`src/rtl/seg7_pkg.sv`:
```
// Shared constants for the 7-segment scan decoder: the glyph table,
// the scan FSM state encoding and the default digit count.
package seg7_pkg;

  localparam int DEFAULT_NUM_DIGITS = 6;

  // Active-low segment patterns, bit order g..a, indexed by hex value
  localparam logic [6:0] GLYPH_TABLE [16] = '{
    7'b1000000, 7'b1111001, 7'b0100100, 7'b0110000,
    7'b0011001, 7'b0010010, 7'b0000010, 7'b1111000,
    7'b0000000, 7'b0010000, 7'b0001000, 7'b0000011,
    7'b1000110, 7'b0100001, 7'b0000110, 7'b0001110
  };

  typedef enum logic [1:0] {
    ST_IDLE   = 2'd0,
    ST_SETTLE = 2'd1,
    ST_LOCKED = 2'd2
  } state_t;

endpackage

```
`src/rtl/seg7_unhex.sv`:
```
// Maps an active-low 7-segment pattern back to its hex nibble; anything not
// in the glyph table decodes to 0 with the illegal flag raised.
module seg7_unhex
  import seg7_pkg::*;
(
  input  logic [6:0] i_pattern,
  output logic [3:0] o_nibble,
  output logic       o_illegal
);

  logic [15:0] w_hit;

  // Table lookup: glyphs are unique, so OR-ing the matching index is exact
  always_comb begin
    w_hit    = 16'h0000;
    o_nibble = 4'h0;
    for (int i = 0; i < 16; i++) begin
      w_hit[i] = (i_pattern == GLYPH_TABLE[i]);
      o_nibble = o_nibble | (w_hit[i] ? 4'(i) : 4'h0);
    end
    o_illegal = (w_hit == 16'h0000);
  end

endmodule

```
`src/rtl/seg7_scan_decoder.sv`:
```
// Watches a multiplexed 7-segment display bus, waits for each digit's pattern
// to settle, and emits one decoded event per settled digit via valid/ready.
module seg7_scan_decoder
  import seg7_pkg::*;
#(
  parameter int NUM_DIGITS    = DEFAULT_NUM_DIGITS,
  parameter int STABLE_CYCLES = 4
) (
  input  logic                    clk,
  input  logic                    reset_n,
  input  logic [6:0]              seg_n,
  input  logic [NUM_DIGITS-1:0]   dig_sel,
  output logic                    out_valid,
  input  logic                    out_ready,
  output logic [2:0]              out_digit,
  output logic [3:0]              out_nibble,
  output logic                    out_err,
  output logic [4*NUM_DIGITS-1:0] digits,
  output logic [NUM_DIGITS-1:0]   err_mask,
  output logic                    overflow
);

  localparam logic [7:0]            STABLE_M1 = 8'(STABLE_CYCLES - 1);
  localparam logic [NUM_DIGITS-1:0] ONE_D     = NUM_DIGITS'(1);
  localparam logic [NUM_DIGITS-1:0] ZERO_D    = {NUM_DIGITS{1'b0}};

  function automatic logic [2:0] onehot_idx(input logic [NUM_DIGITS-1:0] v);
    logic [2:0] idx;
    idx = 3'd0;
    for (int i = 0; i < NUM_DIGITS; i++) begin
      idx = idx | (v[i] ? 3'(i) : 3'd0);
    end
    return idx;
  endfunction

  logic [6:0]            r_seg_meta, r_seg_sync, r_prev_seg;
  logic [NUM_DIGITS-1:0] r_dig_meta, r_dig_sync, r_prev_dig;
  state_t                r_state, w_next_state;
  logic [7:0]            r_cnt, w_next_cnt;
  logic                  r_evt, w_evt_set;
  logic                  w_onehot, w_same;
  logic [3:0]            w_nibble;
  logic                  w_illegal;
  logic [2:0]            w_evt_idx;

  assign w_onehot  = (r_dig_sync != ZERO_D) && ((r_dig_sync & (r_dig_sync - ONE_D)) == ZERO_D);
  assign w_same    = (r_seg_sync == r_prev_seg) && (r_dig_sync == r_prev_dig);
  assign w_evt_idx = onehot_idx(r_prev_dig);

  // The event pulse lags the lock by one cycle, so r_prev_* still holds the locked pair
  seg7_unhex u_unhex (
    .i_pattern (r_prev_seg),
    .o_nibble  (w_nibble),
    .o_illegal (w_illegal)
  );

  // Input synchronizers, previous-pair history and scan FSM state
  always_ff @(posedge clk or negedge reset_n) begin
    if (!reset_n) begin
      r_seg_meta <= 7'd0;
      r_seg_sync <= 7'd0;
      r_dig_meta <= ZERO_D;
      r_dig_sync <= ZERO_D;
      r_prev_seg <= 7'd0;
      r_prev_dig <= ZERO_D;
      r_state    <= ST_IDLE;
      r_cnt      <= 8'd0;
      r_evt      <= 1'b0;
    end else begin
      r_seg_meta <= seg_n;
      r_seg_sync <= r_seg_meta;
      r_dig_meta <= dig_sel;
      r_dig_sync <= r_dig_meta;
      r_prev_seg <= r_seg_sync;
      r_prev_dig <= r_dig_sync;
      r_state    <= w_next_state;
      r_cnt      <= w_next_cnt;
      r_evt      <= w_evt_set;
    end
  end

  // Next-state logic: count consecutive identical pairs, fire once on lock
  always_comb begin
    w_next_state = r_state;
    w_next_cnt   = r_cnt;
    w_evt_set    = 1'b0;
    case (r_state)
      ST_IDLE: begin
        if (w_onehot) begin
          w_next_state = ST_SETTLE;
          w_next_cnt   = 8'd1;
        end else begin
          w_next_cnt   = 8'd0;
        end
      end
      ST_SETTLE: begin
        if (!w_same) begin
          w_next_state = w_onehot ? ST_SETTLE : ST_IDLE;
          w_next_cnt   = w_onehot ? 8'd1 : 8'd0;
        end else if (r_cnt == STABLE_M1) begin
          w_next_state = ST_LOCKED;
          w_next_cnt   = r_cnt + 8'd1;
          w_evt_set    = 1'b1;
        end else begin
          w_next_cnt   = r_cnt + 8'd1;
        end
      end
      ST_LOCKED: begin
        if (!w_same) begin
          w_next_state = w_onehot ? ST_SETTLE : ST_IDLE;
          w_next_cnt   = w_onehot ? 8'd1 : 8'd0;
        end else begin
          w_next_state = ST_LOCKED;
        end
      end
      default: begin
        w_next_state = ST_IDLE;
        w_next_cnt   = 8'd0;
      end
    endcase
  end

  // Single-entry output holding register; an event during a transfer refills it
  always_ff @(posedge clk or negedge reset_n) begin
    if (!reset_n) begin
      out_valid  <= 1'b0;
      out_digit  <= 3'd0;
      out_nibble <= 4'd0;
      out_err    <= 1'b0;
      overflow   <= 1'b0;
    end else begin
      if (r_evt && (!out_valid || out_ready)) begin
        out_valid  <= 1'b1;
        out_digit  <= w_evt_idx;
        out_nibble <= w_nibble;
        out_err    <= w_illegal;
      end else if (out_ready) begin
        out_valid  <= 1'b0;
      end
      if (r_evt && out_valid && !out_ready) begin
        overflow <= 1'b1;
      end
    end
  end

  // Per-digit shadow of the last decode, updated whether or not the event is consumed
  always_ff @(posedge clk or negedge reset_n) begin
    if (!reset_n) begin
      digits   <= {(4*NUM_DIGITS){1'b0}};
      err_mask <= ZERO_D;
    end else begin
      for (int i = 0; i < NUM_DIGITS; i++) begin
        if (r_evt && r_prev_dig[i]) begin
          digits[4*i +: 4] <= w_nibble;
          err_mask[i]      <= w_illegal;
        end
      end
    end
  end

endmodule

```
`config.mk`:
```
export PLATFORM = sky130hd
export DESIGN_NAME = seg7_scan_decoder
export DESIGN_NICKNAME = d
export VERILOG_FILES = /design/src/rtl/seg7_pkg.sv /design/src/rtl/seg7_unhex.sv /design/src/rtl/seg7_scan_decoder.sv
export SDC_FILE = /design/constraint.sdc
export NUM_CORES = 1
export LEC_CHECK = 0
export BUFFER_PORTS_ARGS = -buffer_cell sky130_fd_sc_hd__buf_4
export CORE_MARGIN = 2
export CORE_UTILIZATION = 50
export CTS_CLUSTER_DIAMETER = 30
export DETAILED_ROUTE_END_ITERATION = 7
export PLACE_DENSITY = 0.83
export SLEW_MARGIN = 5
export SYNTH_ARGS = -nofsm -noshare
export SYNTH_HDL_FRONTEND = slang
export SYNTH_SLANG_ARGS = --single-unit
```
`constraint.sdc`:
```
create_clock -name clk -period 5.53 [get_ports clk]
set_clock_uncertainty 0.1 [all_clocks]
set_input_delay 0.2765 -clock clk [delete_from_list [all_inputs] [get_ports clk]]
set_output_delay 0.2765 -clock clk [all_outputs]
set_load 0.02 [all_outputs]
```
Word-level counts from Yosys, hierarchy flattened
Cells that the tools add are included.
{"block": "classes", "muxes": 35, "add_sub_neg": 2, "bitwise": 19, "n_reduce_logical": 21, "eq_ne": 23}
{"operator": "4-bit bitwise OR", "count": 14}
{"operator": "4-bit 2-to-1 mux", "count": 8}
{"operator": "7-bit == test (second input constant)", "count": 4}
{"operator": "8-bit case mux with 3 select lines", "count": 1}
{"operator": "7-bit by 5-bit == test with 1-bit output (second input constant)", "count": 3}
{"operator": "7-bit by 6-bit == test with 1-bit output (second input constant)", "count": 3}
{"operator": "3-bit 2-to-1 mux", "count": 6}
{"operator": "16-bit logical NOT", "count": 1}
{"operator": "2-bit 2-to-1 mux", "count": 8}
{"operator": "8-bit 2-to-1 mux", "count": 2}
{"operator": "7-bit by 2-bit == test with 1-bit output (second input constant)", "count": 2}
{"operator": "7-bit by 4-bit == test with 1-bit output (second input constant)", "count": 2}
{"operator": "1-bit logical AND", "count": 11}
{"operator": "1-bit 2-to-1 mux", "count": 9}
{"operator": "8-bit by 1-bit adder with 8-bit output (second input constant)", "count": 1}
{"operator": "8-bit by 2-bit == test with 1-bit output (second input constant)", "count": 1}
{"operator": "7-bit by 3-bit == test with 1-bit output (second input constant)", "count": 1}
{"operator": "7-bit == test", "count": 1}
{"operator": "7-bit logical NOT", "count": 1}
{"operator": "6-bit AND", "count": 1}
{"operator": "6-bit == test", "count": 1}
{"operator": "6-bit logical NOT", "count": 1}
{"operator": "2-bit case mux with 3 select lines", "count": 1}
{"operator": "6-bit nonzero test", "count": 1}
{"operator": "14 further kinds", "count": 16}
{"block": "word_totals", "reg_bits": 90, "in_bits": 16, "wordCells": 126}

Logic depth before layout (Yosys ltp)
{"block": "logic_depth", "word_depth": 16, "mapped_depth": 8, "ltp_nobuf": 7}

Cells and area by module
From an unflattened synthesis, not the netlist that was laid out.
{"block": "hier_totals", "hier_cells": 292, "area_unflattened_um2": 3678.5}
{"module": "seg7_scan_decoder", "instances": 1, "area_per_inst_um2": 3339.5, "cells_per_inst": 238}
{"module": "seg7_unhex", "instances": 1, "area_per_inst_um2": 339.1, "cells_per_inst": 54}

Worst setup path before layout
OpenSTA, ideal clock, no wires.
{"block": "synth_path", "kind": "flip-flop to flip-flop", "startpoint": "reg r_state[1]", "endpoint": "reg r_cnt[2]", "period_less_slack_ps": 1781, "arrival_ps": 1603, "stages_incl_launch_ff": 6, "slack_ps": 3749, "setup_time_ps": 77, "cell_sequence": "dfrtp_1 > inv_1 > ha_1 > nand2_1 > or4b_2 > a21oi_1"}
{"block": "synth_via", "elab_chain_cells": 2, "elab_cells_between_ends": 5}
{"item": "start, declared", "line": "seg7_scan_decoder.sv:38", "rtl": "state_t r_state, w_next_state;"}
{"item": "start signal, assigned", "line": "seg7_scan_decoder.sv:76", "rtl": "r_state <= w_next_state;"}
{"item": "2-bit == test, or another cell as far along", "line": "seg7_scan_decoder.sv:87", "rtl": "case (r_state)"}
{"item": "8-bit case mux with 3 select lines or 2-bit != test (tied branches)"}
{"item": "end signal, assigned", "line": "seg7_scan_decoder.sv:77", "rtl": "r_cnt <= w_next_cnt;"}
{"item": "end, declared", "line": "seg7_scan_decoder.sv:39", "rtl": "logic [7:0] r_cnt, w_next_cnt;"}
Several ways; a longest one is shown, not always the timed one.
A chain may end at the register's enable or synchronous reset.

Final worst setup path
{"block": "layout_path", "startpoint": "reg r_prev_seg[2]", "endpoint": "reg r_state[1]"}
{"block": "layout_via", "elab_chain_cells": 4, "elab_cells_between_ends": 7}
{"item": "start, declared", "line": "seg7_scan_decoder.sv:36", "rtl": "logic [6:0] r_seg_meta, r_seg_sync, r_prev_seg;"}
{"item": "start signal, assigned", "line": "seg7_scan_decoder.sv:74", "rtl": "r_prev_seg <= r_seg_sync;"}
{"item": "7-bit == test *", "line": "seg7_scan_decoder.sv:47", "rtl": "assign w_same = (r_seg_sync == r_prev_seg) && (r_dig_sync == r_prev_dig);"}
{"item": "1-bit logical AND *", "line": "seg7_scan_decoder.sv:47"}
{"item": "2-bit 2-to-1 mux, or another cell as far along", "line": "seg7_scan_decoder.sv:109", "rtl": "if (!w_same) begin"}
{"item": "2-bit case mux with 3 select lines or 2-bit AND reduction (tied branches)"}
Mark *: on every way between the ends. The rest lies on a longest branch, timed or not.

==> metrics.csv <==
stage,metric,value,unit
layout,nets,417,
synthesis,postSynthCellCount,329,
synthesis,synth_top_area_share,59.9,%
clock_tree,cts_resized,0,
layout,areaGrowthSynthToFinish,20.6,%
floorplan,core-area,7250,um^2
synthesis,synth_seq_cells,90,
placement,io_buffers,55,
synthesis,synth_seq_area_share,59.9,%
setup_path,end_kind,flop,
setup_path,start_kind,flop,
pwr,peakVddDrop,0.000190,V
clock_tree,cts.clk_slew.worst_paths,0.09,ns
clock_tree,postCtsSetupBuffers,0,
synthesis,synth_flop_cell,dfrtp_1,
setup_path,critPathKind,reg2reg,
clock_tree,root_buffer,clkbuf_8,
setup_path,worst-path-max-fanout,13,
sta,max_slew_margin,29.8,%
synthesis,async_flop_share,100,%
synthesis,synth_area,3760,um^2
global_route,first_global_vias,2541,
pwr,power.density,268,nW/um^2
clock_tree,clockBufferDepth,2,
setup_path,r2r_slack,3.13,ns
setup_path,required,5.70,ns
routing,dr.pass1.iters,4,
setup_path,critPathArrivalTime,2.57,ns
setup_path,r2r-start,r_prev_seg[2]$_DFF_PN0_,
global_route,antenna_found_initial,0,
synthesis,synth_edf_count,0,
sta,finalSetupViolCount,0,
sta,tns,0,ns
routing,drt-total-wl,7050,um
placement,dp_hpwl,4880,um
floorplan,initial_utilization,51.8,%
synthesis,synth_nets,350,
synthesis,synth_area_per_cell,11.4,um^2
synthesis,synth_top_area_cell,dfrtp_1,
pwr,p_leak,0.00206,uW
clock_tree,clock_sinks,90,
setup_path,worstRegToRegCells,5,
floorplan,io_pins,56,
clock_tree,insertion_delay,0.36,ns
routing,ant_nets,0,
sta,max_freq,417,MHz
min_path,hold_path.class,in2async,
routing,drc,0,
setup_path,r2r_end,r_state[1]$_DFFE_PN0P_,
sta,drv_slew,0,
sta,fin_crit,2.40,ns
clock_tree,h-tree-depth,3,
sta,hold_slack,0.0113,ns
global_route,grt_pass1_wl,12100,um
global_route,grtUsageTotal,18.2,%
global_route,overflow,0,
sta,tightestPinTransition,1.05,ns
synthesis,ys_warn_count,0,
layout,final_util,62.5,%
synthesis,synth_cell_types,53,
floorplan,core.rowCount,31,
floorplan,die_h,90.7,um
global_route,grt_max_degree,91,
synthesis,ys_top_cells_by_area,"dfrtp_1 (60%), o21ai_0 (4.9%), nand2_1 (4.6%), xor2_1 (3.5%), mux2_2 (2.1%)",
routing,drt-wirelength-per-cell,14.1,um
layout,num_antenna_cells,0,
routing,routed-via-count,2700,
clock_tree,cts_tree,built,
routing,drt_iter0_drc,140,
clock_tree,cts_buffers,9,
job,drv_cap,0,
outcome,status,"complete, no violations",
sta,fin_crit_sh,43.4,%
placement,place.gp.congestion,0.861,
sta,final_hold_viol_count,0,
sta,rsz0062_at_grt,no,
routing,viasPerCell,5.40,
layout,drive_above_1_share,22.7,%
floorplan,die_w,90.7,um
floorplan,die-area,8230,um^2
-- cell families after synthesis --
logic type | synth area share [%]
flip-flops | 59.9
XOR/XNOR | 3.50
AND/OR/NAND/NOR | 16.8
multiplexers | 2.90
AO/OA/AOI/OAI | 12.7
buffers and inverters | 2.56
adder cells (fa/ha/maj) | 1.66
-- worst max path at each step --
stage,startpoint,end,cells past startpoint
6_report,r_prev_seg[2]$_DFF_PN0_,r_state[1]$_DFFE_PN0P_,5
5_1_grt,r_prev_seg[2]$_DFF_PN0_,r_state[1]$_DFFE_PN0P_,5
4_1_cts,r_prev_seg[0]$_DFF_PN0_,r_state[1]$_DFFE_PN0P_,5
3_5_place_dp,r_prev_seg[0]$_DFF_PN0_,r_state[1]$_DFFE_PN0P_,5
3_3_place_gp,r_prev_seg[0]$_DFF_PN0_,r_state[1]$_DFFE_PN0P_,5
2_1_floorplan,r_state[1]$_DFFE_PN0P_,r_cnt[2]$_DFFE_PN0P_,5
-- synthesized netlist by cell type, drive strengths merged (5+ instances only) --
library cell,number
inv,7
xor2,15
dfrtp,90
nand2,46
mux2,7
nor4,6
a21oi,14
nor3,5
ha,5
buf,8
nand3b,5
nor2,18
o21ai,37
nor2b,6
-- routing by layer --
layer / vias up / part of all wire (%) / wire length (um) / track usage (%)
li1: 1309 / - / - / -
met1: 1296 / 47 / 3330 / 25.2
met2: 84 / 46 / 3270 / 28.2
met3: 11 / 4.6 / 326 / 3.34
met4: 0 / 1.6 / 115 / 8.21
met5: - / 0 / 0 / 0
-- flip-flops by register name, summed over array words and instances (netlist names), 3 cells and up --
name and flops:
digits 24, r_cnt 8, r_prev_seg 7, r_seg_meta 7, r_seg_sync 7, err_mask 6, r_dig_meta 6, r_dig_sync 6
r_prev_dig 6, out_nibble 4, out_digit 3
-- power by group --
| part | internal, uW | total (uW) | leakage, uW | switching (uW) |
|---|---|---|---|---|
| Sequential | 676 | 701 | 0.00117 | 25.0 |
| Clock | 166 | 401 | 0.0000900 | 235 |
| Combinational | 49.9 | 115 | 0.000799 | 64.7 |
| Total | 892 | 1220 | 0.00206 | 324 |
-- repair_timing --
| item | CTS | global route |
|---|---|---|
| endpoints found under the setup margin | 0 | 0 |
| hold buffers | 13 | 0 |
| endpoints found under the hold margin | 13 | 0 |
-- placed cells by master (no fill, tap or decap), drive strengths merged, types with 3 or more instances in the layout --
cell type,count
a21oi,14
buf,55
clkbuf,9
clkinv,4
dfrtp,90
dlygate4sd3,13
ha,5
inv,9
mux2,7
mux2i,3
nand2,46
nand3,4
nand3b,5
nand4,3
nor2,18
nor2b,6
nor3,5
nor3b,4
nor4,6
o21ai,37
o2bb2ai,3
xor2,15
-- cell type report --
| type | count | area, um^2 |
|---|---|---|
| fillers | 572 | 2720 |
| flip-flops and latches | 90 | 2250 |
| multi-input cells | 220 | 1410 |
| repair buffers | 68 | 543 |
| clock buffers | 9 | 124 |
| well taps | 99 | 124 |
| clock inverters | 7 | 52.6 |
| inverters | 7 | 26.3 |
-- worst max-delay path, cell delays in order (launching register included) --
cell	delay, ns
dfrtp_1	0.57
xor2_1	0.24
nor3_1	0.32
nand4_1	0.48
o22ai_1	0.37
mux2i_1	0.24
-- through the flow --
stage	setup WS (ns)	cells	instance area [um^2]	power, uW
detailed placement	3.15	471	4230	821
floorplan	3.75	329	3760	782
global route	2.92	500	4530	1280
global placement	3.31	471	4230	815
finish	3.13	500	4530	1220
CTS	3.13	500	4530	1230
Note: power is estimated with default switching activity, not from simulation.
